File: src/rtl/dyna_tree_host.sv
// dyna_tree_host: sequences one write or read command into a broadcast tree,
// holds it for SETTLE cycles, idles one cycle, then returns the root value.
`default_nettype none

module dyna_tree_host #(
    parameter int HBIT       = 7,
    parameter int TREE_LEVEL = 4,
    parameter int SETTLE     = TREE_LEVEL + 2
) (
    input  logic          clk,
    input  logic          rst_n,
    input  logic          req_valid,
    output logic          req_ready,
    input  logic          req_op,
    input  logic [HBIT:0] req_data,
    output logic          rsp_valid,
    input  logic          rsp_ready,
    output logic [HBIT:0] rsp_data,
    output logic [1:0]    glob_com,
    output logic [HBIT:0] tree_din,
    input  logic [HBIT:0] tree_dout,
    output logic          busy
);

    localparam int CNT_W = (SETTLE > 1) ? $clog2(SETTLE) : 1;
    localparam logic [CNT_W-1:0] CNT_LAST = CNT_W'(SETTLE - 1);

    typedef enum logic [1:0] {
        IDLE = 2'd0,
        CMD  = 2'd1,
        GAP  = 2'd2,
        RESP = 2'd3
    } state_t;

    state_t             state;
    state_t             state_nxt;
    logic               alive;
    logic               op_q;
    logic [HBIT:0]      data_q;
    logic [HBIT:0]      rsp_q;
    logic [CNT_W-1:0]   cnt;
    logic               accept;

    // alive keeps req_ready low until the first edge after reset release
    assign req_ready = alive && (state == IDLE);
    assign accept    = req_valid && req_ready;
    assign busy      = (state != IDLE);
    assign rsp_valid = (state == RESP);
    assign rsp_data  = rsp_q;
    assign tree_din  = data_q;

    always_ff @(posedge clk or negedge rst_n) begin
        if (!rst_n) begin
            state  <= IDLE;
            alive  <= 1'b0;
            op_q   <= 1'b0;
            data_q <= '0;
            cnt    <= '0;
            rsp_q  <= '0;
        end else begin
            state <= state_nxt;
            alive <= 1'b1;
            if (accept) begin
                op_q   <= req_op;
                data_q <= req_data;
                cnt    <= '0;
            end else if ((state == CMD) && (cnt != CNT_LAST)) begin
                cnt <= cnt + 1'b1;
            end
            if (state == GAP) begin
                rsp_q <= tree_dout;
            end
        end
    end

    always_comb begin
        state_nxt = state;
        glob_com  = 2'd0;
        case (state)
            IDLE: begin
                if (accept) state_nxt = CMD;
            end
            CMD: begin
                glob_com = op_q ? 2'd2 : 2'd1;
                if (cnt == CNT_LAST) state_nxt = GAP;
            end
            GAP: begin
                state_nxt = RESP;
            end
            RESP: begin
                if (rsp_ready) state_nxt = IDLE;
            end
            default: begin
                state_nxt = IDLE;
            end
        endcase
    end

endmodule

`default_nettype wire

File: config.mk
export PLATFORM = sky130hd
export DESIGN_NAME = dyna_tree_host
export DESIGN_NICKNAME = d
export VERILOG_FILES = /design/src/rtl/dyna_tree_host.sv
export SDC_FILE = /design/constraint.sdc
export NUM_CORES = 1
export LEC_CHECK = 0
export CORE_MARGIN = 1
export CORE_UTILIZATION = 42
export DETAILED_ROUTE_END_ITERATION = 12
export PLACE_DENSITY = 0.78
export RECOVER_POWER = 100
export SLEW_MARGIN = 40
export SYNTH_ARGS = -nofsm -noshare
export SYNTH_HDL_FRONTEND = slang
export SYNTH_SLANG_ARGS = --single-unit
File: constraint.sdc
create_clock -name clk -period 1.9 [get_ports clk]
set_input_delay 0.285 -clock clk [delete_from_list [all_inputs] [get_ports clk]]
set_output_delay 0.285 -clock clk [all_outputs]
set_load 0.005 [all_outputs]
# Word-level counts from Yosys, hierarchy flattened
# Index checks and enable logic that the tools add are counted.
[word_totals]
out_inout_bits = 21
ff_bits = 23
elab_cells = 30
[classes]
reduce_logical = 7
n_mux = 8
add_sub_neg = 1
n_eq_ne = 8
[ops]
columns = ["op", "n"]
rows = [
  ["$mux W2", 5],
  ["$pmux W2 S4", 1],
  ["$mux W3", 2],
  ["$eq A2 B2 Y1 const B", 2],
  ["$ne A2 B1 Y1 const B", 2],
  ["$reduce_bool A2 Y1", 2],
  ["$add A3 B1 Y3 const B", 1],
  ["$eq A3 B3 Y1 const B", 1],
  ["$logic_and A1 B1 Y1", 3],
  ["$ne A3 B3 Y1 const B", 1],
  ["$reduce_and A3 Y1", 1],
  ["$eq A2 B1 Y1 const B", 1],
  ["$logic_not A2 Y1", 1],
  ["$ne A2 B2 Y1 const B", 1],
]

# Logic depth before layout (Yosys ltp)
[logic_depth]
depth_word = 5
depth_mapped = 7
ltp_nobuf = 5

# Worst setup path before layout
# Ideal clock, no wire load.
[synth_timing]
path_kind = "reg-to-reg"
start = "register state[0]"
end = "register op_q"
t_arrival_ns = 1.379
path_buffers = 2
stages_incl_launch_ff = 7
t_required_ns = 1.775
setup_slack_ns = 0.396
path_cell_list = "dfrtp_1 -> inv_1 -> ha_1 -> and3_1 -> buf_6 -> buf_12 -> mux2_4"
[synth_between]
elab_chain_len = 3
[synth_rtl]
columns = ["item", "line", "source"]
rows = [
  ["start, declared", "35", "state_t state;"],
  ["start signal, assigned", "61", "state <= state_nxt;"],
  ["$logic_not A2 Y1", "45", "assign req_ready = alive && (state == IDLE);"],
  ["$logic_and A1 B1 Y1", "45", ""],
  ["$logic_and A1 B1 Y1", "46", "assign accept = req_valid && req_ready;"],
  ["end signal, assigned", "64", "op_q <= req_op;"],
  ["end, declared", "38", "logic op_q;"],
]
# No other way between the ends.
# A chain may end at the register's enable or synchronous reset.

# Worst setup path after layout
[layout_timing]
start = "register state[0]"
end = "output port rsp_valid"
[layout_between]
elab_chain_len = 1
[layout_rtl]
columns = ["item", "line", "source"]
rows = [
  ["$eq A2 B2 Y1", "48", "assign rsp_valid = (state == RESP);"],
  ["end, declared", "16", "output logic rsp_valid,"],
]
# No other way between the ends.

==> metrics.md <==
| Metric | Value |
|---|---|
| Crit path cell chain | clkbuf_4 > ha_1 > clkdlybuf4s50_1 |
| Finished Layout Cells | 150 |
| Post-Syn Nets | 102 |
| Hold Path Depth | 1 |
| Gpl congestion | 0.670 |
| CTS tree | yes |
| R2R Path End | state[1] |
| CP endpoint kind | output pin |
| Die height | 52.5 microns |
| Worst-path fanout max | 3 |
| Post-Syn Area per Cell | 14.5 sq um |
| RSZ-0062 raised after global routing | no |
| CTS Hold Bufs | 0 |
| Distinct cells, synth | 22 |
| Layout cells sized above 1 | 17.2% |
| Core area | 2300 sq um |
| Drt drc | 0 |
| Initial DRT Pass Iterations | 4 |
| Reg2reg start | state[1] |
| Hold Path End | tree_din[7] |
| Internal power | 1.52 mW |
| Crit start category | flop |
| CTS HTree Levels | 1 |
| Yosys top cell by area | dfrtp_1 |
| Die area | 2750 sq um |
| Syn-to-layout area delta | 42.5% |
| Worst Tran Pin Value | 1.20 ns |
| Worst Reg-to-Reg Cells | 5 |
| Fin. max-slew vios | 0 |
| Outcome | finished, final reports clean |
| CP Launch Point | state[0] |
| R2R setup slack | 0.16 ns |
| Largest net degree at the start of global routing | 24 |
| Syn Inst Count | 74 |
| Worst Hold Launch | tree_din[7] |
| Fin Hold WS | 0.493 ns |
| Gr usage total | 16.6% |
| Ys flop type | dfrtp_1 |
| Num ports | 42 |
| Clk_skew | 0.00420 ns |
| Post-synth EDFFs | 0 |
| Main area contributors after synthesis | dfrtp_1 54%, mux2_2 11%, mux2_4 9.8% |
| Remaining global-route overflow | 0 |
| Slew headroom | 19.7% |
| DP Area | 1510 sq um |
| Final period util | 95.9% |
| Dpl cells | 142 |
| Layout Nets | 151 |
| Final setup TNS | 0 ns |
| Slowest cell on crit path | clkdlybuf4s50_1 |
| Vias in the first global route | 759 |
| Register share of total power | 38.9% |
| Crit Path Class | reg2out |
| Sw Ratio | 30.8% |
| Routed Antenna Nets | 0 |
| Initial antenna violation count | 0 |
| Critical path data arrival time | 1.54 ns |
| Synth top area share | 53.8% |
| Clock Pin Slew Worst Setup and Hold Paths | 0.12 ns |
| Global-route wire length before repair | 3240 microns |
| DR iter-0 viols | 7 |
| Synth warnings | 0 |
| Hold crit path type | reg2reg |
| Clk sinks | 23 |
| DP HPWL | 1470 microns |
| Routed WL | 1970 microns |
| Final instance area | 1520 sq um |
| Crit path buf inv count | 2 |
| Gate power share | 51.2% |
| Routed WL per cell | 13.1 microns |
| Clock Latency Late Sink | 0.31 ns |
| Sequential-to-total area share from yosys stat | 53.8% |
| Peak supply drop | 0.000928 V |
| Initial Utilization | 46.6% |
| Crit path max-delay family | buffers and inverters |
| Num CTS Buffers | 3 |
| Die Width | 52.5 microns |
| Lkg Pwr | 0.686 nW |
| Final Hold Vio Count | 0 |
| Clock power share | 9.9% |
| Req. time, crit path | 1.62 ns |
| CTS Buffer Depth | 2 |
| Max Freq | 549 MHz |
| Ys async rst share | 100% |
| Max-cap violation count | 0 |
| PD cells | 1440 nW/um^2 |
| Cell area after synthesis | 1070 sq um |
| Input/output buffers | 41 |
| Routed via count | 719 |
| Slowest stage delay, CP | 0.51 ns |
| Minimum clock period | 1.82 ns |
| P_sw | 0.678 mW |
| Total power | 2.20 mW |
| # rows | 17 |
| Number of synthesized register bits | 23 |
| Vias per inst | 4.79 |
| Diodes inserted | 0 |
| Setup violators final | 0 |
| Clock root buffer | clkbuf_4 |
## worst max-delay path by stage
stage | to | slack [ns] | cells past startpoint
final | rsp_valid | 0.08 | 3
after global routing | rsp_valid | 0.02 | 3
after CTS | req_ready | 0.01 | 4
after detailed placement | req_ready | 0.20 | 4
after global placement | req_ready | 0.29 | 4
after floorplan | op_q | 0.40 | 6
## cell families (layout without fill, tap and decap cells)
kind of cell	after synthesis	after routing	share of synthesized area (%)
AND/OR/NAND/NOR	9	9	4.33
adder cells (fa/ha/maj)	7	7	8.19
flip-flops	23	23	53.8
other	1	1	0.351
AO/OA/AOI/OAI	5	5	4.68
buffers and inverters	9	57	5.50
multiplexers	19	19	22.3
XOR/XNOR	1	1	0.819
## power by group through the flow
stage	Sequential, mW	Clock [mW]	Combinational, mW
floorplan	0.888	0	0.620
global placement	0.872	0	1.18
detailed placement	0.891	0	1.21
CTS	0.875	0.234	1.30
global route	0.889	0.247	1.25
finish	0.857	0.219	1.13
## routing by layer
metal / up-vias / track usage [%] / routed length, microns
met4: 0 / 3.95 / 10
li1: 339 / - / -
met5: - / 0 / 0
met1: 347 / 16.7 / 758
met3: 3 / 6.38 / 141
met2: 30 / 31.4 / 1060
## worst reg2reg max path, delay by kind of cell, from the launching register on
kind / cells / cell delay, ns
compound gates: 2 / 0.55
flops: 1 / 0.39
mux: 1 / 0.34
fa+ha+maj: 1 / 0.21
buf+inv: 1 / 0.14
## through the flow
| step | setup WS, ns | util [%] |
|---|---|---|
| after floorplan | 0.396 | - |
| final | 0.0774 | 66.3 |
| after detailed placement | 0.201 | 65.6 |
| after global placement | 0.287 | 65.6 |
| after CTS | 0.0110 | 68.6 |
| after global routing | 0.0217 | 66.3 |
## state kept, by name, indices dropped and copies added (netlist names)
| register | count |
|---|---|
| tree_din | 8 |
| cnt | 3 |
| op_q | 1 |
| rsp_data | 8 |
| alive | 1 |
| state | 2 |
## synthesized netlist by cell type, types with 2 or more instances
cell type   n
mux2_4      7
inv_1       6
a211oi_1    2
dfrtp_1    23
mux2_2     10
ha_1        7
nor2_1      3
and2_1      2
## layout make-up
class / count / area (sq um)
clock buffer: 4 / 26.3
timing repair buffer: 47 / 443
fill: 185 / 773
inverter: 6 / 22.5
tap: 28 / 35.0
multi-input combinational: 42 / 422
sequential: 23 / 576
## layout by cell type, fill, tap and decap left out
| cell | netlist | routed |
|---|---|---|
| nor2_2 | 1 | 1 |
| dfrtp_1 | 23 | 23 |
| dlygate4sd2_1 | 0 | 2 |
| ha_4 | 0 | 1 |
| nor2_1 | 3 | 3 |
| dlygate4sd3_1 | 0 | 17 |
| mux2_1 | 1 | 7 |
| and2_1 | 2 | 2 |
| and3_1 | 1 | 1 |
| clkbuf_2 | 0 | 1 |
| clkdlybuf4s50_1 | 0 | 21 |
| conb_1 | 1 | 1 |
| clkbuf_1 | 0 | 3 |
| inv_1 | 6 | 6 |
| a221oi_2 | 1 | 1 |
| nor2b_1 | 1 | 1 |
| a21boi_1 | 0 | 1 |
| a31o_1 | 1 | 1 |
| mux2_4 | 7 | 1 |
| buf_4 | 0 | 1 |
| ha_1 | 7 | 6 |
| xnor2_1 | 1 | 1 |
| mux2_2 | 10 | 10 |
| a211oi_1 | 2 | 2 |
| mux2i_1 | 1 | 1 |
| nand2_1 | 1 | 1 |
| clkbuf_4 | 0 | 5 |
| clkdlybuf4s25_1 | 0 | 1 |
## timing repair
action	4_1_cts	5_1_grt
setup endpoints to repair	4	1
buffers inserted	4	0
gates resized for setup	7	1
Note: power is estimated with default switching activity, not from simulation.
